## config.mk

```make
export PLATFORM = sky130hd
export DESIGN_NAME = serial_transmitter
export DESIGN_NICKNAME = d
export VERILOG_FILES = /design/src/rtl/serial_transmitter.sv
export SDC_FILE = /design/constraint.sdc
export NUM_CORES = 1
export LEC_CHECK = 0
export CAP_MARGIN = 40
export CORE_ASPECT_RATIO = 0.75
export CORE_MARGIN = 2
export CORE_UTILIZATION = 53
export CTS_CLUSTER_DIAMETER = 50
export CTS_CLUSTER_SIZE = 12
export DETAILED_ROUTE_END_ITERATION = 10
export PLACE_DENSITY = 0.79
export SYNTH_ARGS = -nofsm -noshare
export SYNTH_HDL_FRONTEND = slang
export SYNTH_SLANG_ARGS = --single-unit
```

## constraint.sdc

```tcl
create_clock -name Clock -period 2.5 [get_ports Clock]
set_input_delay 0.5 -clock Clock [delete_from_list [all_inputs] [get_ports Clock]]
set_output_delay 0.5 -clock Clock [all_outputs]
set_load 0.01 [all_outputs]
```

## src/rtl/serial_transmitter.sv

```systemverilog
// serial_transmitter: parallel-to-serial sender for the board-to-board link.
// Each bit is sent as a symbol made of a low start phase (UNIT cycles), a
// data phase (2*UNIT cycles) and a high stop phase (UNIT cycles). The word
// goes out MSB first and is followed by one terminator symbol whose data
// phase is high.
module serial_transmitter #(
  parameter int UNIT  = 27,
  parameter int NBITS = 30
) (
  input  logic             Clock,
  input  logic             Trans_Reset,
  input  logic             Trans_en,
  input  logic [NBITS-1:0] Din,
  output logic             Dout,
  output logic             Ready,
  output logic             Done
);

  localparam int PW = $clog2(2 * UNIT);
  localparam int SW = $clog2(NBITS + 1);

  typedef enum logic [1:0] {
    S_IDLE,
    S_START,
    S_DATA,
    S_STOP
  } state_t;

  state_t           state_q;
  logic [PW-1:0]    phase_q;
  logic [SW-1:0]    sym_q;
  logic [NBITS-1:0] shift_q;
  logic             dout_q;
  logic             ready_q;
  logic             done_q;

  logic             last_sym;
  logic             start_end;
  logic             data_end;
  logic             stop_end;
  logic             dout_d;

  // Phase-end decode and the line level implied by the current state.
  // The line is registered from this, so it trails the state by one cycle;
  // the final stop phase is stretched by one cycle so that Ready/Done rise
  // exactly when the line has finished its last stop phase.
  always_comb begin
    last_sym  = (sym_q == SW'(NBITS));
    start_end = (phase_q == PW'(UNIT - 1));
    data_end  = (phase_q == PW'(2 * UNIT - 1));
    stop_end  = last_sym ? (phase_q == PW'(UNIT)) : (phase_q == PW'(UNIT - 1));
    dout_d    = 1'b1;
    case (state_q)
      S_IDLE:  dout_d = 1'b1;
      S_START: dout_d = 1'b0;
      S_DATA:  dout_d = last_sym ? 1'b1 : shift_q[NBITS-1];
      S_STOP:  dout_d = 1'b1;
      default: dout_d = 1'b1;
    endcase
  end

  // Transmit FSM with registered line, ready and done outputs.
  always_ff @(posedge Clock) begin
    if (Trans_Reset) begin
      state_q <= S_IDLE;
      phase_q <= '0;
      sym_q   <= '0;
      shift_q <= '0;
      dout_q  <= 1'b1;
      ready_q <= 1'b1;
      done_q  <= 1'b0;
    end else begin
      dout_q <= dout_d;
      done_q <= 1'b0;
      case (state_q)
        S_IDLE: begin
          phase_q <= '0;
          if (ready_q && Trans_en) begin
            shift_q <= Din;
            sym_q   <= '0;
            state_q <= S_START;
            ready_q <= 1'b0;
          end
        end
        S_START: begin
          if (start_end) begin
            phase_q <= '0;
            state_q <= S_DATA;
          end else begin
            phase_q <= phase_q + 1'b1;
          end
        end
        S_DATA: begin
          if (data_end) begin
            phase_q <= '0;
            state_q <= S_STOP;
          end else begin
            phase_q <= phase_q + 1'b1;
          end
        end
        S_STOP: begin
          if (stop_end) begin
            phase_q <= '0;
            if (last_sym) begin
              state_q <= S_IDLE;
              ready_q <= 1'b1;
              done_q  <= 1'b1;
            end else begin
              sym_q   <= sym_q + 1'b1;
              shift_q <= {shift_q[NBITS-2:0], 1'b0};
              state_q <= S_START;
            end
          end else begin
            phase_q <= phase_q + 1'b1;
          end
        end
        default: begin
          state_q <= S_IDLE;
          ready_q <= 1'b1;
        end
      endcase
    end
  end

  assign Dout  = dout_q;
  assign Ready = ready_q;
  assign Done  = done_q;

endmodule
```

==> results.sh <==
export IMPL_status="complete, no violations"
export IMPL_cp_max_fo=60
export IMPL_min_delay_start="shift_q[0]$_SDFFE_PP0P_"
export IMPL_tns_ns=0
export IMPL_clockBufferDepth=2
export IMPL_grt_use_total=0.2040
export IMPL_synthTopCellsByArea="dfxtp_1, mux2i_1, a211oi_1"
export IMPL_drive_gt1_frac=0.07197
export IMPL_cp_top_family="compound AO/OA/AOI/OAI gates"
export IMPL_cts_num_sinks=46
export IMPL_internal_power_mw=1.928
export IMPL_ys_warn_count=0
export IMPL_min_period_over_period=0.8623
export IMPL_cp_required_ns=2.70
export IMPL_hold_buffers=0
export IMPL_antenna_left=0
export IMPL_synth_compound_area_frac=0.1636
export IMPL_drc=0
export IMPL_synthSimpleGateAreaFrac=0.1579
export IMPL_die_area_mm2=0.004662
export IMPL_cts_repair_resized=0
export IMPL_ir_worst_vdd_uv=779.9
export IMPL_ios=36
export IMPL_slew_headroom=0.5344
export IMPL_endpoint_kind="register"
export IMPL_routed_wl_mm=4.427
export IMPL_synth_top_family_by_area="compound AO/OA/AOI/OAI gates"
export IMPL_routabilityCongestion=0.8674
export IMPL_p_leak_nw=0.9389
export IMPL_synthMuxAreaShare=0.1379
export IMPL_synth_edf_count=0
export IMPL_crit_arrival_ns=2.36
export IMPL_cp_depth=8
export IMPL_grt_max_degree=61
export IMPL_io_buffer_count=35
export IMPL_r2r_end="shift_q[8]$_SDFFE_PP0P_"
export IMPL_core_mm2=0.004004
export IMPL_synth_ff_type="dfxtp_1"
export IMPL_switching_share=0.3505
export IMPL_place_hpwl_mm=2.876
export IMPL_synthesis_nets=276
export IMPL_path_buf_inv=2
export IMPL_ff2ff_setup_slack_ns=0.34
export IMPL_grt_pass1_vias=1583
export IMPL_drt_iter0_markers=169
export IMPL_max_stage_delay_ns=0.38
export IMPL_antenna_found_initial=0
export IMPL_power_switching_mw=1.040
export IMPL_crit_reg2reg_launch="sym_q[0]$_SDFFE_PP0P_"
export IMPL_p_per_area_mw_per_mm2=1090
export IMPL_final_setup_viol_count=0
export IMPL_grt_overflow=0
export IMPL_wl_per_cell_um=13.88
export IMPL_grt_pass1_wl_mm=7.334
export IMPL_num_nets_final=306
export IMPL_dr_total_vias=1745
export IMPL_cts_made_buffers=5
export IMPL_row_count=20
export IMPL_combPwrFrac=0.383
export IMPL_avgViaCountPerCell=5.470
export IMPL_crit_path_start_kind="register"
export IMPL_startpoint="sym_q[0]$_SDFFE_PP0P_"
export IMPL_yosys_area_top_type_share=0.4211
export IMPL_post_cts_buffers=0
export IMPL_async_reset_ff_frac=0
export IMPL_synth_fa_ha_area_frac=0.05721
export IMPL_preCtsSetupSlack_ns=0.2933
export IMPL_clkTransAtPathRegs_ns=0.09
export IMPL_yosysSeqAreaShare=0.4211
export IMPL_p_clk_frac=0.228
export IMPL_cp_endpoint="shift_q[8]$_SDFFE_PP0P_"
export IMPL_reg2reg_depth=8
export IMPL_netlist_instances=233
export IMPL_critical_path_most_common_cell="nand4_1"
export IMPL_crit_path_cell_trace="inv_1 > ha_1 > nand4_1 > nand4_1 > a21oi_4 > buf_12 > nor2_1 > a211oi_1"
export IMPL_rsz0062_at_grt="no"
export IMPL_cts_tree="yes"
export IMPL_die_width_um=78.18
export IMPL_fmax_ghz=0.4639
export IMPL_cts_max_level=2
export IMPL_cpMaxStageDelayCell="dfxtp_1"
export IMPL_period_needed_ns=2.156
export IMPL_synth_top_area_cell="dfxtp_1"
export IMPL_hold_path_class="reg -> reg"
export IMPL_mappedNetlistArea_mm2=0.002187
export IMPL_worst_pin_slew_ns=0.6969
export IMPL_synth_most_common_cell="dfxtp_1"
export IMPL_maxCapViolCount=0
export IMPL_clockRootBuffer="clkbuf_8"
export IMPL_synth_xor_area_share=0.01602
export IMPL_place_area_mm2=0.002580
export IMPL_critPathKind="reg -> reg"
export IMPL_ys_top_cells_by_count="dfxtp_1, nor2_1, a211oi_1"
export IMPL_antenna_cells=0
export IMPL_synth_seq_cells=46
export IMPL_worst_slack_ns=0.3443
export IMPL_area_growth_pct=24.49
export IMPL_final_cell_area_mm2=0.002723
export IMPL_drt_pass1_iter_count=5
export IMPL_clock_skew_ns=0.008818
export IMPL_avgSynthCellArea_um2=9.387
export IMPL_hold_viol_final=0
export IMPL_fin_util=0.6800
export IMPL_clk_latency_ns=0.30
export IMPL_initial_utilization=0.5463
export IMPL_p_seq_frac=0.390
export IMPL_ys_types=35
export IMPL_slew_viol_final=0
export IMPL_dieHeight_um=59.63
-- through the flow --
stage          hold WS [ns]  std cells  total power [mW]
6_report             0.4798        319             2.968
5_1_grt              0.5182        319             3.185
4_1_cts              0.4845        319             2.975
3_5_place_dp         0.4706        311             2.292
3_3_place_gp         0.4590        311             2.250
2_1_floorplan        0.4446        233             2.032
-- sequential cells by signal, indices dropped and copies added, names as in the netlist --
signal   cells
Done         1
Dout         1
Ready        1
phase_q      6
shift_q     30
state_q      2
sym_q        5
-- how the worst min path moves through the flow --
stage                               to  depth (start not counted)
3_3_place_gp   shift_q[0]$_SDFFE_PP0P_                          2
4_1_cts        shift_q[0]$_SDFFE_PP0P_                          2
6_report       shift_q[0]$_SDFFE_PP0P_                          2
3_5_place_dp   shift_q[0]$_SDFFE_PP0P_                          2
2_1_floorplan    phase_q[0]$_SDFF_PP0_                          1
5_1_grt        shift_q[4]$_SDFFE_PP0P_                          2
-- layout by cell type (no fill, tap or decap), types with 3 or more instances in the layout --
master,n
nand4_1,4
nand3_1,5
nand2b_1,6
a21oi_1,5
mux2i_1,29
inv_1,6
buf_4,3
dfxtp_1,46
clkbuf_8,6
nor3_1,4
clkdlybuf4s50_1,35
nor2_1,43
nand2_1,4
ha_1,9
a211oi_1,30
a311oi_1,3
-- power by group through the flow --
stage	clock network, mW	registers, mW	logic (mW)
6_report	0.676	1.16	1.14
5_1_grt	0.713	1.19	1.28
4_1_cts	0.684	1.16	1.13
3_5_place_dp	0	1.17	1.12
3_3_place_gp	0	1.17	1.09
2_1_floorplan	0	1.14	0.889
-- area by class of cell --
type / instances / area (um^2)
timing repair buffer: 39 / 392.9
multi-input combinational: 165 / 1175
inverter: 6 / 22.52
clock inverter: 2 / 60.06
clock buffer: 6 / 82.58
sequential: 46 / 920.9
tap: 55 / 68.82
fill: 326 / 1281
-- worst register-to-register path: cells and delay by family (launching register included) --
| family | cells | cell delay [ns] |
|---|---|---|
| and+or+nand+nor | 3 | 0.54 |
| DFF | 1 | 0.38 |
| adders and majority gates | 1 | 0.20 |
| buffers and inverters | 2 | 0.35 |
| AOI/OAI and AO/OA | 2 | 0.59 |
-- routing by layer --
metal  global-route usage  vias to the layer above  share of wire
li1                     -                      893              -
met1               0.2779                      811           0.51
met2               0.3128                       39           0.43
met3              0.06098                        2          0.048
met4              0.06767                        0         0.0072
met5                    0                        -              0
-- cells by family after synthesis --
| logic type | count (synthesis) |
|---|---|
| and+or+nand+nor | 73 |
| AOI/OAI and AO/OA | 48 |
| DFF | 46 |
| muxes | 30 |
| buffers and inverters | 22 |
| adders and majority gates | 10 |
| xor gates and xnor gates | 4 |
No activity file was read; power rests on OpenSTA's default activity.
